File: src/rtl/vga_arb_pkg.sv
// Shared constants and types for the VGA pixel-write arbiter.
// Default geometry matches the 160x120 adaptor.
package vga_arb_pkg;

  localparam int NUM_REQ       = 3;
  localparam int X_W_DEF       = 8;
  localparam int Y_W_DEF       = 7;
  localparam int C_W_DEF       = 3;
  localparam int MAX_BURST_DEF = 19200;
  localparam int CNT_W         = 15;

  typedef enum logic {
    IDLE,
    OWN
  } arb_state_e;

  localparam logic [1:0] REQ_GRID  = 2'd0;
  localparam logic [1:0] REQ_NOTE  = 2'd1;
  localparam logic [1:0] REQ_SCORE = 2'd2;

endpackage

File: src/rtl/vga_write_arbiter_rr_pick.sv
// Round-robin picker: first asserted requester after last_owner,
// searched in order last_owner+1, +2, +3 (mod NUM_REQ).
module rr_pick
  import vga_arb_pkg::*;
(
  input  logic [NUM_REQ-1:0] req,
  input  logic [1:0]         last_owner,
  output logic [NUM_REQ-1:0] pick,
  output logic [1:0]         pick_idx
);

  int cand;

  // Walk the search order backwards so the earliest hit wins.
  always_comb begin
    pick     = '0;
    pick_idx = last_owner;
    cand     = 0;
    for (int o = NUM_REQ; o >= 1; o--) begin
      cand = (int'(last_owner) + o) % NUM_REQ;
      if (req[cand]) begin
        pick       = '0;
        pick[cand] = 1'b1;
        pick_idx   = 2'(cand);
      end
    end
  end

endmodule

File: src/rtl/vga_write_arbiter.sv
// Burst-granting round-robin arbiter for the VGA adaptor write port.
// Define VGA_ARB_WATCHDOG_EN to force-release bursts at MAX_BURST pixels.
module vga_write_arbiter
  import vga_arb_pkg::*;
#(
  parameter int MAX_BURST = MAX_BURST_DEF,
  parameter int X_W       = X_W_DEF,
  parameter int Y_W       = Y_W_DEF,
  parameter int C_W       = C_W_DEF
) (
  input  logic                   clock,
  input  logic                   reset,
  input  logic [NUM_REQ-1:0]     req,
  input  logic [NUM_REQ-1:0]     last,
  input  logic [NUM_REQ*X_W-1:0] x_in,
  input  logic [NUM_REQ*Y_W-1:0] y_in,
  input  logic [NUM_REQ*C_W-1:0] colour_in,
  output logic [NUM_REQ-1:0]     grant,
  output logic                   busy,
  output logic                   plot,
  output logic [X_W-1:0]         x,
  output logic [Y_W-1:0]         y,
  output logic [C_W-1:0]         colour,
  output logic [CNT_W-1:0]       pixel_count,
  output logic                   burst_timeout
);

  if (MAX_BURST < 1 || MAX_BURST > 32767) begin : g_bad_max_burst
    $error("MAX_BURST must fit the 15-bit pixel counter");
  end

  arb_state_e         state_q, state_d;
  logic [1:0]         last_owner_q, last_owner_d;
  logic [1:0]         own_q, own_d;
  logic [NUM_REQ-1:0] grant_q, grant_d;
  logic               busy_q, busy_d;
  logic               plot_q, plot_d;
  logic [X_W-1:0]     x_q, x_d;
  logic [Y_W-1:0]     y_q, y_d;
  logic [C_W-1:0]     colour_q, colour_d;
  logic [CNT_W-1:0]   cnt_q, cnt_d;
  logic               tmo_q, tmo_d;

  logic [NUM_REQ-1:0] pick;
  logic [1:0]         pick_idx;
  logic               wd_hit;

  rr_pick u_pick (
    .req        (req),
    .last_owner (last_owner_q),
    .pick       (pick),
    .pick_idx   (pick_idx)
  );

`ifdef VGA_ARB_WATCHDOG_EN
  assign wd_hit = (cnt_q == CNT_W'(MAX_BURST - 1));
`else
  assign wd_hit = 1'b0;
`endif

  always_comb begin
    state_d      = state_q;
    last_owner_d = last_owner_q;
    own_d        = own_q;
    grant_d      = grant_q;
    busy_d       = busy_q;
    plot_d       = 1'b0;
    x_d          = x_q;
    y_d          = y_q;
    colour_d     = colour_q;
    cnt_d        = cnt_q;
    tmo_d        = 1'b0;
    unique case (state_q)
      IDLE: begin
        if (|req) begin
          state_d = OWN;
          own_d   = pick_idx;
          grant_d = pick;
          busy_d  = 1'b1;
          cnt_d   = '0;
        end
      end
      OWN: begin
        if (req[own_q]) begin
          plot_d   = 1'b1;
          x_d      = x_in[int'(own_q)*X_W +: X_W];
          y_d      = y_in[int'(own_q)*Y_W +: Y_W];
          colour_d = colour_in[int'(own_q)*C_W +: C_W];
          cnt_d    = (&cnt_q) ? cnt_q : cnt_q + 1'b1;
          if (last[own_q] || wd_hit) begin
            state_d      = IDLE;
            grant_d      = '0;
            busy_d       = 1'b0;
            last_owner_d = own_q;
            tmo_d        = wd_hit && !last[own_q];
          end
        end
      end
      default: state_d = IDLE;
    endcase
  end

  always_ff @(posedge clock) begin
    if (reset) begin
      state_q      <= IDLE;
      last_owner_q <= REQ_SCORE;
      own_q        <= REQ_GRID;
      grant_q      <= '0;
      busy_q       <= 1'b0;
      plot_q       <= 1'b0;
      x_q          <= '0;
      y_q          <= '0;
      colour_q     <= '0;
      cnt_q        <= '0;
      tmo_q        <= 1'b0;
    end else begin
      state_q      <= state_d;
      last_owner_q <= last_owner_d;
      own_q        <= own_d;
      grant_q      <= grant_d;
      busy_q       <= busy_d;
      plot_q       <= plot_d;
      x_q          <= x_d;
      y_q          <= y_d;
      colour_q     <= colour_d;
      cnt_q        <= cnt_d;
      tmo_q        <= tmo_d;
    end
  end

  assign grant         = grant_q;
  assign busy          = busy_q;
  assign plot          = plot_q;
  assign x             = x_q;
  assign y             = y_q;
  assign colour        = colour_q;
  assign pixel_count   = cnt_q;
  assign burst_timeout = tmo_q;

endmodule

File: config.mk
export PLATFORM = sky130hd
export DESIGN_NAME = vga_write_arbiter
export DESIGN_NICKNAME = d
export VERILOG_FILES = /design/src/rtl/vga_arb_pkg.sv /design/src/rtl/vga_write_arbiter_rr_pick.sv /design/src/rtl/vga_write_arbiter.sv
export SDC_FILE = /design/constraint.sdc
export NUM_CORES = 1
export LEC_CHECK = 0
export BUFFER_PORTS_ARGS = -buffer_cell sky130_fd_sc_hd__buf_2
export CAP_MARGIN = 20
export CORE_MARGIN = 4
export CORE_UTILIZATION = 50
export DETAILED_ROUTE_END_ITERATION = 16
export PLACE_DENSITY = 0.85
export SYNTH_ARGS = -nofsm -noshare
export SYNTH_HDL_FRONTEND = slang
export SYNTH_SLANG_ARGS = --single-unit
File: constraint.sdc
create_clock -name clock -period 2.4 [get_ports clock]
set_clock_uncertainty 0.05 [all_clocks]
set_input_delay 0.24 -clock clock [delete_from_list [all_inputs] [get_ports clock]]
set_output_delay 0.24 -clock clock [all_outputs]
set_load 0.01 [all_outputs]
==> flow_metrics.py, run 1 <==
metrics = {
    "status": {
        "status": "complete, no violations",
    },
    "die": {
        "die_y_um": 82.4,
        "core_um2": 5240,
        "initial_core_util_pct": 52.8,
        "dieArea_um2": 6780,
        "io_pins": 101,
        "fp.dieW_um": 82.4,
        "row_count": 26,
    },
    "worst_setup_path": {
        "crit_type": "reg2reg",
        "r2r_start": "last_owner_q[0]",
        "worstSetupStartpointType": "flip-flop",
        "worstReg2RegEnd": "own_q[1]",
        "cp_num_buf_inv": 1,
        "critPathCaptureType": "flip-flop",
        "path_cells": "inv_1 -> ha_1 -> mux2i_1 -> o2111ai_1 -> a2111oi_0 -> a221o_1",
        "cp_slowest_cell": "a2111oi_0",
        "cp.required_ns": 2.61,
        "cpPeakStageDelay_ns": 0.45,
        "arrival_ns": 2.42,
        "ff2ff_path_depth": 6,
        "cp_top_family": "compound AO/OA/AOI/OAI gates",
        "rrSetupSlack_ns": 0.18,
        "cp_max_fo": 6,
    },
    "finish": {
        "final_util_pct": 64.7,
        "finalNetCount": 488,
        "multiInputGateArea_um2": 1720,
        "final_layout_size_suffix_gt1_share_pct": 30.3,
        "antennaDiodeCount": 0,
        "register_area_um2": 861,
        "instances_no_fill": 492,
        "n_fill_cell": 471,
        "synthToLayoutAreaGrowth_pct": 22.5,
    },
    "yosys": {
        "ys_types": 51,
        "synth_area_leaders": "dfxtp_1 31%, mux2i_1 14%, a211oi_1 7.9%",
        "ys_seq_elements": 43,
        "synth_top_area_share_pct": 31.1,
        "seq_area_frac_synth_pct": 31.1,
        "synth_nets": 402,
        "avgSynthCellArea_um2": 8.25,
        "postSynth.asyncResetShare_pct": 0,
        "synthFlopType": "dfxtp_1",
        "synth-edff-count": 0,
        "synth_area_um2": 2770,
        "yosysWarnings": 0,
        "yosysTopAreaCell": "dfxtp_1",
        "synthCells": 335,
    },
    "sta": {
        "grt_setup_unrepaired": "no",
        "whs_ns": 0.210,
        "fin_crit_sh_pct": 92.4,
        "min_period_ns": 2.22,
        "clock.fmax_mhz": 451,
        "relSlewSlack_pct": 60.7,
        "hold_viol_final": 0,
        "slew_viol_final": 0,
        "setup_viol": 0,
        "fin_setup_tns_ns": 0,
        "worstMarginPinSlew_ns": 0.589,
    },
    "worst_hold_path": {
        "hold_depth": 3,
        "min_from": "y_in[18]",
        "hp-class": "in2reg",
        "holdPathEnd": "y[4]",
    },
    "cts": {
        "htree_levels": 2,
        "cts_tree": "built",
        "clockBufferDepth": 2,
        "cts_resized": 0,
        "clk_latency_ns": 0.31,
        "cts-root-buf": "clkbuf_8",
        "cts.sinks": 43,
        "cts_hold_buf": 0,
        "cts_setup_buffers": 0,
        "clk_pin_slew_ns": 0.09,
        "cts_made_buffers": 5,
    },
    "global_route": {
        "grt_overflow_total": 0,
        "grt_max_degree": 31,
        "grt_use_total_pct": 22.7,
        "grt_pass1_vias": 2816,
        "grt_pass1_wl_um": 12100,
        "antenna_found_initial": 0,
    },
    "detailed_routing": {
        "avgViaCountPerCell": 5.90,
        "drc_errors": 0,
        "via_count": 2901,
        "wirelength_um": 7470,
        "dr.pass1.iters": 4,
        "ant_nets": 0,
        "post_drt_wl_per_cell_um": 15.2,
        "drt-initial-drc-count": 315,
    },
    "power_and_ir_drop": {
        "peakVddDrop_mv": 0.352,
        "power_density_nw_per_um2": 585,
        "p_leak_nw": 1.40,
    },
    "place": {
        "dp_cells": 484,
        "hpwl_um": 5550,
        "routabilityCongestion": 0.942,
        "io_buffers": 99,
    },
    "run": {
        "maxCapViolations": 0,
    },
}
-- layout by cell type, fill, tap and decap left out, types with 2 or more instances in the layout --
cell type,synthesis,layout
buf_4,5,10
mux2i_1,40,39
o32ai_1,2,2
nand2_1,29,29
a22o_1,2,2
a32o_1,3,3
nand2b_1,13,13
a2111oi_2,2,2
o2111ai_1,2,2
ha_1,5,5
a221o_1,2,2
a2111oi_1,2,2
nor2_1,22,22
or3_1,2,2
o31ai_1,3,3
a211o_1,2,2
clkbuf_8,0,5
nand4_1,4,4
nor3_1,6,6
o22ai_1,4,4
a211oi_1,29,29
or2b_1,3,3
a21oi_1,42,42
inv_1,8,8
dfxtp_1,43,43
o21ai_0,4,4
buf_2,10,99
nand3_1,8,8
and4_1,3,3
-- metal layers --
metal,vias up,global-route usage [%],share of wire [%]
li1,1415,-,-
met1,1362,27.3,43
met2,115,38.4,48
met3,9,6.07,7.5
met4,0,8.97,1.5
met5,-,0,0
-- synth_stat cells (6+ instances only) --
| library cell | count |
|---|---|
| inv_1 | 8 |
| nor3_1 | 6 |
| nand2_1 | 29 |
| a211oi_1 | 29 |
| nand3_1 | 8 |
| a21oi_1 | 42 |
| buf_2 | 10 |
| nand2b_1 | 13 |
| mux2i_1 | 40 |
| nor2_1 | 22 |
| clkbuf_1 | 13 |
| dfxtp_1 | 43 |
-- registers in the layout (all words and copies together), names as in the netlist --
register,flops
own_q,2
pixel_count,15
colour,3
state_q,1
x,8
grant,3
y,7
plot,1
last_owner_q,2
busy,1
-- worst max path at each step --
stage / from / end / slack [ns] / cells past startpoint
5_1_grt: last_owner_q[0] / grant[1] / 0.1 / 6
6_report: last_owner_q[0] / own_q[1] / 0.18 / 6
3_3_place_gp: last_owner_q[0] / grant[1] / 0.38 / 6
4_1_cts: last_owner_q[0] / own_q[1] / 0.23 / 6
3_5_place_dp: last_owner_q[0] / grant[1] / 0.30 / 6
2_1_floorplan: last_owner_q[0] / grant[1] / 0.50 / 6
-- stage by stage --
stage | area (um2) | power [mW] | worst slack (ns)
2_1_floorplan | 2770 | 1.23 | 0.505
4_1_cts | 3390 | 1.99 | 0.227
3_3_place_gp | 3280 | 1.39 | 0.380
5_1_grt | 3390 | 2.09 | 0.0956
3_5_place_dp | 3280 | 1.41 | 0.296
6_report | 3390 | 1.98 | 0.183
-- kinds of logic after synthesis --
group | Yosys count | share of synthesized area (%)
buf+inv | 39 | 6.70
fa+ha+maj | 5 | 2.26
other cells | 1 | 0.136
mux | 41 | 15.0
compound gates | 108 | 26.8
simple gates | 98 | 18.0
flops | 43 | 31.1
-- where the power goes --
group          leakage (nW)  switching (mW)  total (mW)  internal (mW)
clock                0.0581           0.274       0.585          0.310
sequential            0.351          0.0395       0.809          0.770
combinational         0.995           0.343       0.589          0.247
-- tightest hold or removal path: cells and delay by family --
| family | cells | cell delay [ns] |
|---|---|---|
| AOI/OAI and AO/OA | 2 | 0.18 |
| buffers and inverters | 1 | 0.09 |
-- layout make-up --
cell class	count	share of cell area (%)
clock buffer	5	2.03
clock inverter	3	1.29
inverter	9	0.997
multi-input combinational	253	50.8
sequential	43	25.4
tap	70	2.58
timing repair buffer	109	16.8
No activity file was read; power rests on OpenSTA's default activity.
==> inputs of run 2 (changes only) <==
Settings changed: REMOVE_ABC_BUFFERS set to 1.
==> flow_metrics.py, run 2 (synthesis gave the netlist of run 1 again) <==
metrics = {
    "status": {
        "status": "complete, no violations",
    },
    "global_route": {
        "grt_overflow_total": 0,
        "grt_pass1_vias": 2621,
        "grt_pass1_wl_um": 11700,
        "grt_max_degree": 28,
        "antenna_found_initial": 0,
        "grt_use_total_pct": 21.9,
    },
    "worst_setup_path": {
        "r2r_start": "last_owner_q[0]",
        "crit_type": "reg2reg",
        "ff2ff_path_depth": 6,
        "cp_max_fo": 13,
        "worstReg2RegEnd": "grant[1]",
        "rrSetupSlack_ns": 0.22,
        "worstSetupStartpointType": "flip-flop",
        "critPathCaptureType": "flip-flop",
        "arrival_ns": 2.32,
        "cp.required_ns": 2.55,
    },
    "cts": {
        "htree_levels": 2,
        "clk_pin_slew_ns": 0.08,
        "cts_made_buffers": 5,
        "clockBufferDepth": 2,
        "cts-root-buf": "clkbuf_8",
        "clk_latency_ns": 0.30,
        "cts_tree": "built",
        "cts.sinks": 43,
        "cts_hold_buf": 0,
    },
    "finish": {
        "layout_common_cells": "99 x buf_2, 43 x dfxtp_1, 42 x a21oi_1",
        "synthToLayoutAreaGrowth_pct": 21.1,
        "largest_reg_flops": 15,
        "antennaDiodeCount": 0,
        "final_common_cell": "buf_2",
        "final_layout_size_suffix_gt1_share_pct": 30.0,
        "register_area_um2": 861,
        "n_fill_cell": 459,
        "multiInputGateArea_um2": 1730,
        "final_util_pct": 63.9,
        "instances_no_fill": 490,
        "finalNetCount": 486,
    },
    "detailed_routing": {
        "post_drt_wl_per_cell_um": 15.3,
        "drt-initial-drc-count": 212,
        "dr.pass1.iters": 4,
        "wirelength_um": 7490,
        "avgViaCountPerCell": 5.85,
        "via_count": 2866,
        "ant_nets": 0,
        "drc_errors": 0,
    },
    "power_and_ir_drop": {
        "pwr-share-clk_pct": 25.0,
        "seqPwrFrac_pct": 44.0,
        "p_int_mw": 1.22,
        "p_leak_nw": 1.38,
        "peakVddDrop_mv": 0.284,
        "comb_power_share_pct": 31.0,
        "netSwitchingFraction_pct": 34.5,
        "switchingPower_mw": 0.639,
        "power_density_nw_per_um2": 554,
    },
    "worst_hold_path": {
        "holdPathEnd": "y[2]",
        "hp-class": "in2reg",
        "hold_depth": 3,
        "min_from": "y_in[16]",
    },
    "sta": {
        "setup_ws_ns": 0.223,
        "setup_viol": 0,
        "fin_setup_tns_ns": 0,
        "grt_setup_unrepaired": "no",
        "fin_crit_sh_pct": 90.7,
        "slew_viol_final": 0,
        "min_period_ns": 2.18,
        "clock.fmax_mhz": 459,
        "relSlewSlack_pct": 53.9,
        "hold_viol_final": 0,
        "worstMarginPinSlew_ns": 0.691,
    },
    "place": {
        "io_buffers": 99,
        "place_ws_ns": 0.181,
        "hpwl_um": 5690,
        "routabilityCongestion": 0.977,
        "dp_cells": 482,
    },
    "run": {
        "maxCapViolations": 0,
    },
    "die": {
        "core_um2": 5240,
        "die_y_um": 82.4,
        "fp.dieW_um": 82.4,
        "io_pins": 101,
        "dieArea_um2": 6780,
        "initial_core_util_pct": 52.8,
        "row_count": 26,
    },
}
-- run 2: area by class of cell --
cell class / instances / share of cell area (%)
multi-input combinational: 253 / 51.5
clock buffer: 6 / 2.17
inverter: 9 / 1.01
clock inverter: 2 / 0.374
tap: 70 / 2.62
timing repair buffer: 107 / 16.6
sequential: 43 / 25.7
-- run 2: timing repair --
action / CTS / global route
buffers inserted: 0 / 0
gates resized for setup: 0 / 1
endpoints found under the setup margin: 0 / 1
-- run 2: worst max path at each step --
stage | startpoint | end | cells after the start
after floorplan | own_q[0] | grant[1] | 4
after global placement | last_owner_q[0] | grant[1] | 6
after detailed placement | last_owner_q[0] | grant[1] | 6
after CTS | last_owner_q[0] | grant[1] | 6
after global routing | own_q[0] | y[4] | 4
final | last_owner_q[0] | grant[1] | 6
-- run 2: power groups by stage --
stage,Combinational [mW],Sequential [mW],Clock (mW)
floorplan,0.314,0.869,0
global placement,0.558,0.831,0
detailed placement,0.575,0.831,0
CTS,0.575,0.816,0.473
global route,0.635,0.825,0.508
finish,0.575,0.816,0.463
-- run 2: per-layer routing --
| layer | track usage [%] | wire (um) |
|---|---|---|
| met5 | 0 | 0 |
| met4 | 6.48 | 138 |
| met3 | 5.42 | 707 |
| met2 | 38.9 | 3600 |
| met1 | 25.9 | 3040 |
-- run 2: stage by stage --
step / total power, mW / instance area (um2) / hold slack, ns
2_1_floorplan: 1.18 / 2610 / 0.259
3_3_place_gp: 1.39 / 3260 / 0.410
3_5_place_dp: 1.41 / 3260 / 0.435
4_1_cts: 1.86 / 3350 / 0.211
5_1_grt: 1.97 / 3350 / 0.210
6_report: 1.85 / 3350 / 0.221
-- run 2: worst max-delay path, stage by stage, from the launching register on --
cell and delay (ns):
dfxtp_1 0.41, inv_1 0.09, ha_2 0.47, mux2i_1 0.32, o22ai_1 0.23, a311o_1 0.31
a32o_1 0.19
==> inputs of run 3 (changes only) <==
Settings changed: CELL_PAD_IN_SITES_DETAIL_PLACEMENT set to 0, CELL_PAD_IN_SITES_GLOBAL_PLACEMENT set to 2, CORE_UTILIZATION 50 to 28, REMOVE_ABC_BUFFERS 1 to unset.
==> flow_metrics.py, run 3 (synthesis gave the netlist of run 1 again) <==
metrics = {
    "power_and_ir_drop": {
        "power_density_nw_per_um2": 546,
        "peakVddDrop_mv": 0.231,
        "p_leak_nw": 1.39,
    },
    "detailed_routing": {
        "post_drt_wl_per_cell_um": 14.3,
        "via_count": 2780,
        "ant_nets": 0,
        "avgViaCountPerCell": 5.01,
        "drt-initial-drc-count": 148,
        "drc_errors": 0,
        "wirelength_um": 7920,
        "dr.pass1.iters": 4,
    },
    "sta": {
        "whs_ns": 0.211,
        "clock.fmax_mhz": 463,
        "min_period_ns": 2.16,
        "grt_setup_unrepaired": "no",
        "hold_viol_final": 0,
        "setup_viol": 0,
        "relSlewSlack_pct": 60.6,
        "slew_viol_final": 0,
        "worstMarginPinSlew_ns": 0.591,
        "fin_crit_sh_pct": 90.1,
        "fin_setup_tns_ns": 0,
    },
    "die": {
        "fp.dieW_um": 107,
        "dieArea_um2": 11500,
        "die_y_um": 107,
        "io_pins": 101,
        "initial_core_util_pct": 28.6,
        "core_um2": 9680,
        "row_count": 36,
    },
    "worst_setup_path": {
        "cp.required_ns": 2.60,
        "path_cells": "inv_1 -> ha_1 -> mux2i_1 -> o2111ai_1 -> a2111oi_1 -> a221o_1",
        "worstSetupStartpointType": "flip-flop",
        "cpPeakStageDelay_ns": 0.45,
        "cp_max_fo": 8,
        "cp_top_family": "compound AO/OA/AOI/OAI gates",
        "crit_type": "reg2reg",
        "critPathCaptureType": "flip-flop",
        "cp_num_buf_inv": 1,
        "cp_slowest_cell": "ha_1",
        "arrival_ns": 2.36,
    },
    "global_route": {
        "grt_overflow_total": 0,
        "grt_use_met1_pct": 18.8,
        "grtUsageMet3_pct": 3.66,
        "grt_use_met2_pct": 21.1,
        "grt_pass1_vias": 2633,
        "grt_pass1_wl_um": 12800,
        "busiest_layer": "met2",
        "antenna_found_initial": 0,
        "grt_use_total_pct": 13.5,
        "grt_max_degree": 31,
    },
    "place": {
        "dp_cells": 547,
        "io_buffers": 99,
        "hpwl_um": 5900,
        "placed_area_um2": 3350,
        "routabilityCongestion": 0.848,
    },
    "finish": {
        "largest_reg_flops": 15,
        "antennaDiodeCount": 0,
        "design_area_um2": 3440,
        "final_util_pct": 35.5,
        "instances_no_fill": 555,
        "final_layout_size_suffix_gt1_share_pct": 30.1,
        "synthToLayoutAreaGrowth_pct": 24.4,
        "final_common_cell": "buf_2",
        "layout_common_cells": "99 x buf_2, 43 x dfxtp_1, 42 x a21oi_1",
        "finalNetCount": 488,
    },
    "cts": {
        "clk_latency_ns": 0.30,
        "htree_levels": 2,
        "cts_tree": "built",
        "cts_made_buffers": 5,
        "cts-root-buf": "clkbuf_8",
        "clk_pin_slew_ns": 0.09,
        "cts.sinks": 43,
        "cts_hold_buf": 0,
        "clockBufferDepth": 2,
    },
    "worst_hold_path": {
        "hp-class": "in2reg",
    },
    "run": {
        "maxCapViolations": 0,
    },
    "status": {
        "status": "complete, no violations",
    },
}
-- run 3: cell types whose count changed in the layout (fill, tap and decap cells not counted), sizes merged --
| cell | previous run | this run |
|---|---|---|
| buf | 107 | 109 |
-- run 3: where the power goes --
| part | internal (mW) | switching, mW | leakage [nW] | total [mW] |
|---|---|---|---|---|
| Sequential | 0.770 | 0.0456 | 0.351 | 0.815 |
| Combinational | 0.248 | 0.338 | 0.995 | 0.586 |
| Clock | 0.204 | 0.274 | 0.0412 | 0.478 |
-- run 3: worst paths after layout --
kind / slack, ns / cells past startpoint / startpoint / to
setup / recovery: 0.24 / 6 / last_owner_q[0] / own_q[1]
setup reg to reg: 0.24 / 6 / last_owner_q[0] / own_q[1]
hold reg to reg: 0.44 / 2 / pixel_count[7] / pixel_count[7]
hold / removal: 0.21 / 3 / y_in[14] / y[0]
-- run 3: worst min-delay path, delay by kind of cell --
kind                   cells  cell delay (ns)
AOI/OAI and AO/OA          2             0.18
buffers and inverters      1             0.09
-- run 3: area by class of cell --
cell class / count / area (um2)
fill: 1028 / 6240
multi-input combinational: 253 / 1720
sequential: 43 / 861
timing repair buffer: 109 / 571
tap: 133 / 166
clock buffer: 6 / 72.6
inverter: 9 / 33.8
clock inverter: 2 / 12.5
-- run 3: what timing repair did --
action | CTS | global route
endpoints found under the setup margin | 0 | 1
resized for setup | 0 | 1
buffers inserted | 0 | 0
-- run 3: layer usage --
metal  up-vias  part of all wire, %
li1       1411                    -
met1      1258                   48
met2       106                   43
met3         5                  8.1
met4         0                 0.68
met5         -                    0
-- run 3: per-stage QoR --
step	power, mW	setup WS (ns)
after floorplan	1.23	0.505
after global placement	1.42	0.312
after detailed placement	1.42	0.213
after CTS	1.89	0.197
after global routing	2.00	0.0713
final	1.88	0.238
